$ cat src/rtl/poly_eval_arbiter.sv
// -----------------------------------------------------------------------------
// poly_eval_arbiter
//
// Shares one polynomial-evaluation datapath (registers A, B, C, X, R plus a
// single add/multiply ALU) between two requesters. A job evaluates
// R = A*X^2 + B*X + C (mod 2^DATA_W). The arbiter picks a winner round-robin,
// latches its operands, sequences the datapath through a fixed load/compute
// schedule and returns the result with a one-cycle done pulse.
//
// Ports
//   clk            rising-edge clock
//   resetn         asynchronous active-low reset
//   req[1:0]       per-port request level
//   op_{a,b,c,x}0  port 0 operands (stable while req[0] is high, until grant)
//   op_{a,b,c,x}1  port 1 operands (stable while req[1] is high, until grant)
//   grant[1:0]     one-hot pulse: that port's operands have been captured
//   done[1:0]      one-hot pulse: that port's result is on dp_result
//   result         result of the most recent job (updated leaving DONE)
//   busy           high in every state except IDLE
//   dp_data_in     operand driven onto the datapath load bus
//   dp_ld_*        datapath register load enables
//   dp_ld_alu_out  A/B load source: 1 = ALU output, 0 = dp_data_in
//   dp_alu_sel_a/b ALU operand select: 0=A, 1=B, 2=C, 3=X
//   dp_alu_op      0 = add, 1 = multiply
//   dp_result      datapath R register
// -----------------------------------------------------------------------------
module poly_eval_arbiter #(
  parameter int DATA_W = 8
) (
  input  logic              clk,
  input  logic              resetn,
  input  logic [1:0]        req,
  input  logic [DATA_W-1:0] op_a0,
  input  logic [DATA_W-1:0] op_b0,
  input  logic [DATA_W-1:0] op_c0,
  input  logic [DATA_W-1:0] op_x0,
  input  logic [DATA_W-1:0] op_a1,
  input  logic [DATA_W-1:0] op_b1,
  input  logic [DATA_W-1:0] op_c1,
  input  logic [DATA_W-1:0] op_x1,
  output logic [1:0]        grant,
  output logic [1:0]        done,
  output logic [DATA_W-1:0] result,
  output logic              busy,
  output logic [DATA_W-1:0] dp_data_in,
  output logic              dp_ld_a,
  output logic              dp_ld_b,
  output logic              dp_ld_c,
  output logic              dp_ld_x,
  output logic              dp_ld_r,
  output logic              dp_ld_alu_out,
  output logic [1:0]        dp_alu_sel_a,
  output logic [1:0]        dp_alu_sel_b,
  output logic              dp_alu_op,
  input  logic [DATA_W-1:0] dp_result
);

  typedef enum logic [3:0] {
    IDLE, LOAD_A, LOAD_B, LOAD_C, LOAD_X, C0, C1, C2, C3, C4, DONE
  } state_t;

  localparam logic [1:0] SEL_A = 2'd0;
  localparam logic [1:0] SEL_B = 2'd1;
  localparam logic [1:0] SEL_C = 2'd2;
  localparam logic [1:0] SEL_X = 2'd3;
  localparam logic       OP_ADD = 1'b0;
  localparam logic       OP_MUL = 1'b1;

  state_t            state, state_n;
  logic              owner;
  logic              last_served;
  logic              winner;
  logic              accept;
  logic [DATA_W-1:0] a_lat, b_lat, c_lat, x_lat;

  // Round-robin pick: a lone requester always wins; on a tie the port that
  // was not served last goes next, which gives strict alternation.
  always_comb begin
    case (req)
      2'b01:   winner = 1'b0;
      2'b10:   winner = 1'b1;
      2'b11:   winner = ~last_served;
      default: winner = 1'b0;
    endcase
  end

  assign accept = (state == IDLE) && (|req);

  // Next-state logic: everything but IDLE advances unconditionally.
  always_comb begin
    state_n = state;
    case (state)
      IDLE:    if (|req) state_n = LOAD_A;
      LOAD_A:  state_n = LOAD_B;
      LOAD_B:  state_n = LOAD_C;
      LOAD_C:  state_n = LOAD_X;
      LOAD_X:  state_n = C0;
      C0:      state_n = C1;
      C1:      state_n = C2;
      C2:      state_n = C3;
      C3:      state_n = C4;
      C4:      state_n = DONE;
      DONE:    state_n = IDLE;
      default: state_n = IDLE;
    endcase
  end

  // NOTE: sequential state uses non-blocking assignments so every register
  // samples the pre-edge values, independent of statement order.
  always_ff @(posedge clk or negedge resetn) begin
    if (!resetn) begin
      state       <= IDLE;
      owner       <= 1'b0;
      last_served <= 1'b1;
      result      <= '0;
    end else begin
      state <= state_n;
      if (accept) begin
        owner       <= winner;
        last_served <= winner;
      end
      if (state == DONE) result <= dp_result;
    end
  end

  // NOTE: the operand latches carry no reset; they are only read in the LOAD
  // states, which are always preceded by a capture, so a reset would only
  // add fan-out to the reset tree.
  always_ff @(posedge clk) begin
    if (accept) begin
      a_lat <= winner ? op_a1 : op_a0;
      b_lat <= winner ? op_b1 : op_b0;
      c_lat <= winner ? op_c1 : op_c0;
      x_lat <= winner ? op_x1 : op_x0;
    end
  end

  // Moore output decode. C0/C1 square X into A, C2 forms B*X, C3 sums the
  // two products into A, and C4 adds C while loading R.
  // NOTE: every output gets a default before the case so no path through the
  // block leaves a value unassigned, which would infer a latch.
  always_comb begin
    grant         = '0;
    done          = '0;
    busy          = (state != IDLE);
    dp_data_in    = '0;
    dp_ld_a       = 1'b0;
    dp_ld_b       = 1'b0;
    dp_ld_c       = 1'b0;
    dp_ld_x       = 1'b0;
    dp_ld_r       = 1'b0;
    dp_ld_alu_out = 1'b0;
    dp_alu_sel_a  = SEL_A;
    dp_alu_sel_b  = SEL_A;
    dp_alu_op     = OP_ADD;
    case (state)
      LOAD_A: begin
        grant[owner] = 1'b1;
        dp_data_in   = a_lat;
        dp_ld_a      = 1'b1;
      end
      LOAD_B: begin
        dp_data_in = b_lat;
        dp_ld_b    = 1'b1;
      end
      LOAD_C: begin
        dp_data_in = c_lat;
        dp_ld_c    = 1'b1;
      end
      LOAD_X: begin
        dp_data_in = x_lat;
        dp_ld_x    = 1'b1;
      end
      C0, C1: begin
        dp_ld_a       = 1'b1;
        dp_ld_alu_out = 1'b1;
        dp_alu_sel_a  = SEL_A;
        dp_alu_sel_b  = SEL_X;
        dp_alu_op     = OP_MUL;
      end
      C2: begin
        dp_ld_b       = 1'b1;
        dp_ld_alu_out = 1'b1;
        dp_alu_sel_a  = SEL_B;
        dp_alu_sel_b  = SEL_X;
        dp_alu_op     = OP_MUL;
      end
      C3: begin
        dp_ld_a       = 1'b1;
        dp_ld_alu_out = 1'b1;
        dp_alu_sel_a  = SEL_A;
        dp_alu_sel_b  = SEL_B;
        dp_alu_op     = OP_ADD;
      end
      C4: begin
        dp_ld_r      = 1'b1;
        dp_alu_sel_a = SEL_A;
        dp_alu_sel_b = SEL_C;
        dp_alu_op    = OP_ADD;
      end
      DONE: begin
        done[owner] = 1'b1;
      end
      default: ;
    endcase
  end

endmodule

$ cat config.mk
export PLATFORM = sky130hd
export DESIGN_NAME = poly_eval_arbiter
export DESIGN_NICKNAME = d
export VERILOG_FILES = /design/src/rtl/poly_eval_arbiter.sv
export SDC_FILE = /design/constraint.sdc
export NUM_CORES = 1
export LEC_CHECK = 0
export ABC_CLOCK_PERIOD_IN_PS = 3100
export BUFFER_PORTS_ARGS = -buffer_cell sky130_fd_sc_hd__buf_4
export CAP_MARGIN = 25
export CORE_ASPECT_RATIO = 1.25
export CORE_UTILIZATION = 23
export DETAILED_ROUTE_END_ITERATION = 8
export PLACE_DENSITY = 0.45
export SYNTH_ARGS = -nofsm -noshare
export SYNTH_HDL_FRONTEND = slang
export SYNTH_SLANG_ARGS = --single-unit
$ cat constraint.sdc
create_clock -name clk -period 3.1 [get_ports clk]
set_clock_uncertainty 0.05 [all_clocks]
set_input_delay 0 -clock clk [delete_from_list [all_inputs] [get_ports clk]]
set_output_delay 0 -clock clk [all_outputs]
set_load 0.005 [all_outputs]
==> impl_metrics.json <==
{
  "run_status": "completed",
  "fmax_mhz": 402,
  "cts_num_sinks": 46,
  "synth_area_leaders": "edfxtp_1 (41%), mux2_2 (17%), dfrtp_1 (14%)",
  "ir_worst_vdd_uv": 277,
  "drc": 0,
  "grt_pass1_vias": 2131,
  "path_class": "input pin to flop",
  "holdPathEnd": "x_lat[7]$_DFFE_PP_",
  "cts_buffers": 5,
  "yosysTopAreaCell": "edfxtp_1",
  "utilization": 0.420,
  "ant_nets": 0,
  "route.vias.total": 2079,
  "diodes": 0,
  "postSynthAreaPerCell_um2": 12.9,
  "slew-limit-headroom": 0.513,
  "wire_per_inst_um": 12.6,
  "rrSetupSlack_ps": 650,
  "worstReg2RegEnd": "c_lat[7]$_DFFE_PP_",
  "crit_fanout": 19,
  "cts_setup_buffers": 0,
  "path_clk_slew_ps": 60,
  "fill_cells": 984,
  "gp_congestion": 0.677,
  "cts_tree": "built",
  "finalSetupTns_ps": 0,
  "p_leak_nw": 1.77,
  "root_buffer": "clkbuf_16",
  "holdPathStages": 2,
  "worst_pin_slew_ps": 724,
  "yosysSeqAreaShare": 0.554,
  "crit_arrival_ps": 2470,
  "netlist-cell-type-count": 33,
  "core_area_um2": 10100,
  "period_minus_slack_ps": 2490,
  "start_util": 0.236,
  "grt_pass1_wl_um": 9920,
  "die_x_um": 92.8,
  "rsz0062_at_grt": "false",
  "start_kind": "input pin",
  "drt_wl_total_um": 6210,
  "h-tree-depth": 2,
  "vias_per_cell": 4.23,
  "slew_viol_final": 0,
  "cap_violations": 0,
  "min_from": "op_x0[7]",
  "grt.total_usage": 0.118,
  "grt_overflow": 0,
  "first_pass_iters": 6,
  "multi_input_area_um2": 986,
  "r2r_cells": 4,
  "io_buffers": 106,
  "min_path_type": "input pin to flop",
  "final_layout_size_suffix_gt1_frac": 0.444,
  "antenna_found_initial": 0,
  "synth_area_um2": 2370,
  "synthCells": 183,
  "drtIter0Drc": 56,
  "dp_hpwl_um": 4410,
  "worstPathRequired_ps": 3080,
  "seqCellArea_um2": 1310,
  "clockBufferDepth": 2,
  "finalSetupViolCount": 0,
  "yosys.area.top_type_share": 0.405,
  "io_pins": 108,
  "yosysWarnings": 0,
  "rr_startpoint": "last_served$_DFFE_PN1P_",
  "cp-end-kind": "flop",
  "hold_violations": 0,
  "fin_crit_sh": 0.803,
  "worstSkewPairLatency_ps": 280,
  "syn2layout_area_growth_pct": 78.3,
  "num_rows": 41,
  "syn_nets": 259,
  "die_area_um2": 10700,
  "grt_max_degree": 25,
  "synth_seq_cells": 46,
  "die-height_um": 115,
  "num-nets-final": 438,
  "power_density_nw_per_um2": 739
}
## synthesized netlist by cell type
cell type  number
mux2_2         36
edfxtp_1       32
dfrtp_1        13
a22oi_1         8
buf_2           8
mux2i_1         8
nor2_1          7
nor2b_1         7
nand2_1         6
nand2b_1        6
o21ai_0         5
a21oi_1         4
clkbuf_1        4
mux2_1          4
nor3_1          4
o22ai_1         4
inv_1           3
nor4_1          3
o32ai_1         3
or2_2           3
nand4b_1        2
o221ai_1        2
a211oi_1        1
a21boi_2        1
a31oi_1         1
buf_4           1
clkbuf_2        1
conb_1          1
dfstp_2         1
nor3_4          1
nor3b_1         1
o21a_1          1
o41ai_1         1
## layout make-up
| class | instances | area share |
|---|---|---|
| multi-input cells | 120 | 0.233 |
| repair buffers | 186 | 0.374 |
| inverters | 3 | 0.00267 |
| clock buffers | 7 | 0.0338 |
| flip-flops and latches | 46 | 0.311 |
| clock inverters | 1 | 0.00711 |
| well taps | 129 | 0.0382 |
## kinds of logic after synthesis
logic type	Yosys count	share of synthesized area
muxes	48	0.224
DFF	46	0.554
buffers and inverters	17	0.0333
and+or+nand+nor	40	0.0966
other	1	0.00158
AOI/OAI and AO/OA	31	0.0908
## worst max-delay path, stage by stage
cell           delay (ps)
dlygate4sd3_1         550
buf_4                 160
a21boi_4              460
buf_4                 360
mux2_2                370
dlygate4sd3_1         560
## metal layers
| layer | track usage | share of wire |
|---|---|---|
| met5 | 0 | 0 |
| met4 | 0.0338 | 0.010 |
| met3 | 0.0262 | 0.052 |
| met2 | 0.221 | 0.53 |
| met1 | 0.133 | 0.41 |
## state kept, by name, summed over array words and instances, names as in the netlist
signal       flops
a_lat            8
b_lat            8
c_lat            8
result           8
x_lat            8
state            4
last_served      1
owner            1
## placed cells by master, fill, tap and decap left out, types with 2 or more instances in the layout
master and count:
nor2b_1 7, clkbuf_16 5, nor3_1 4, edfxtp_1 32
mux2_1 4, mux2_2 36, mux2i_1 8, or2_2 3
o21ai_0 5, nand4b_1 2, inv_1 3, nand2b_1 6
buf_4 112, o22ai_1 4, a22oi_1 8, dfrtp_1 13
o221ai_1 2, dlygate4sd3_1 74, o32ai_1 3, nor4_1 3
nor2_1 7, a21oi_1 4, nand2_1 6
## metrics by stage
step	worst slack, ps	hold slack, ps	total power [mW]	std cells	area [µm²]
2_1_floorplan	751	-346	1.77	183	2370
3_3_place_gp	739	-183	2.42	410	3310
3_5_place_dp	716	-182	2.42	410	3310
4_1_cts	559	11.9	3.17	492	4230
5_1_grt	460	4.89	3.35	492	4230
6_report	612	3.78	3.12	492	4230
## how the worst max path moves through the flow
stage	slack, ps	start	to	cells after the start
2_1_floorplan	750	state[0]$_DFFE_PN0P_	a_lat[0]$_DFFE_PP_	3
3_3_place_gp	740	state[3]$_DFFE_PN0P_	b_lat[7]$_DFFE_PP_	3
3_5_place_dp	720	state[3]$_DFFE_PN0P_	x_lat[3]$_DFFE_PP_	3
4_1_cts	560	req[0]	c_lat[7]$_DFFE_PP_	6
5_1_grt	460	state[3]$_DFFE_PN0P_	b_lat[5]$_DFFE_PP_	3
6_report	610	req[0]	c_lat[7]$_DFFE_PP_	6
## report_power, final
group          switching [mW]  internal, mW  leakage [nW]
combinational           0.696         0.798          1.21
clock                   0.204         0.402        0.0841
sequential              0.106         0.917         0.472
## what timing repair did
item,CTS,global route
endpoints found under the setup margin,0,0
hold buffers,74,0
gates resized for setup,0,0
hold endpoints to repair,55,0
(Power assumes the default switching activity.)
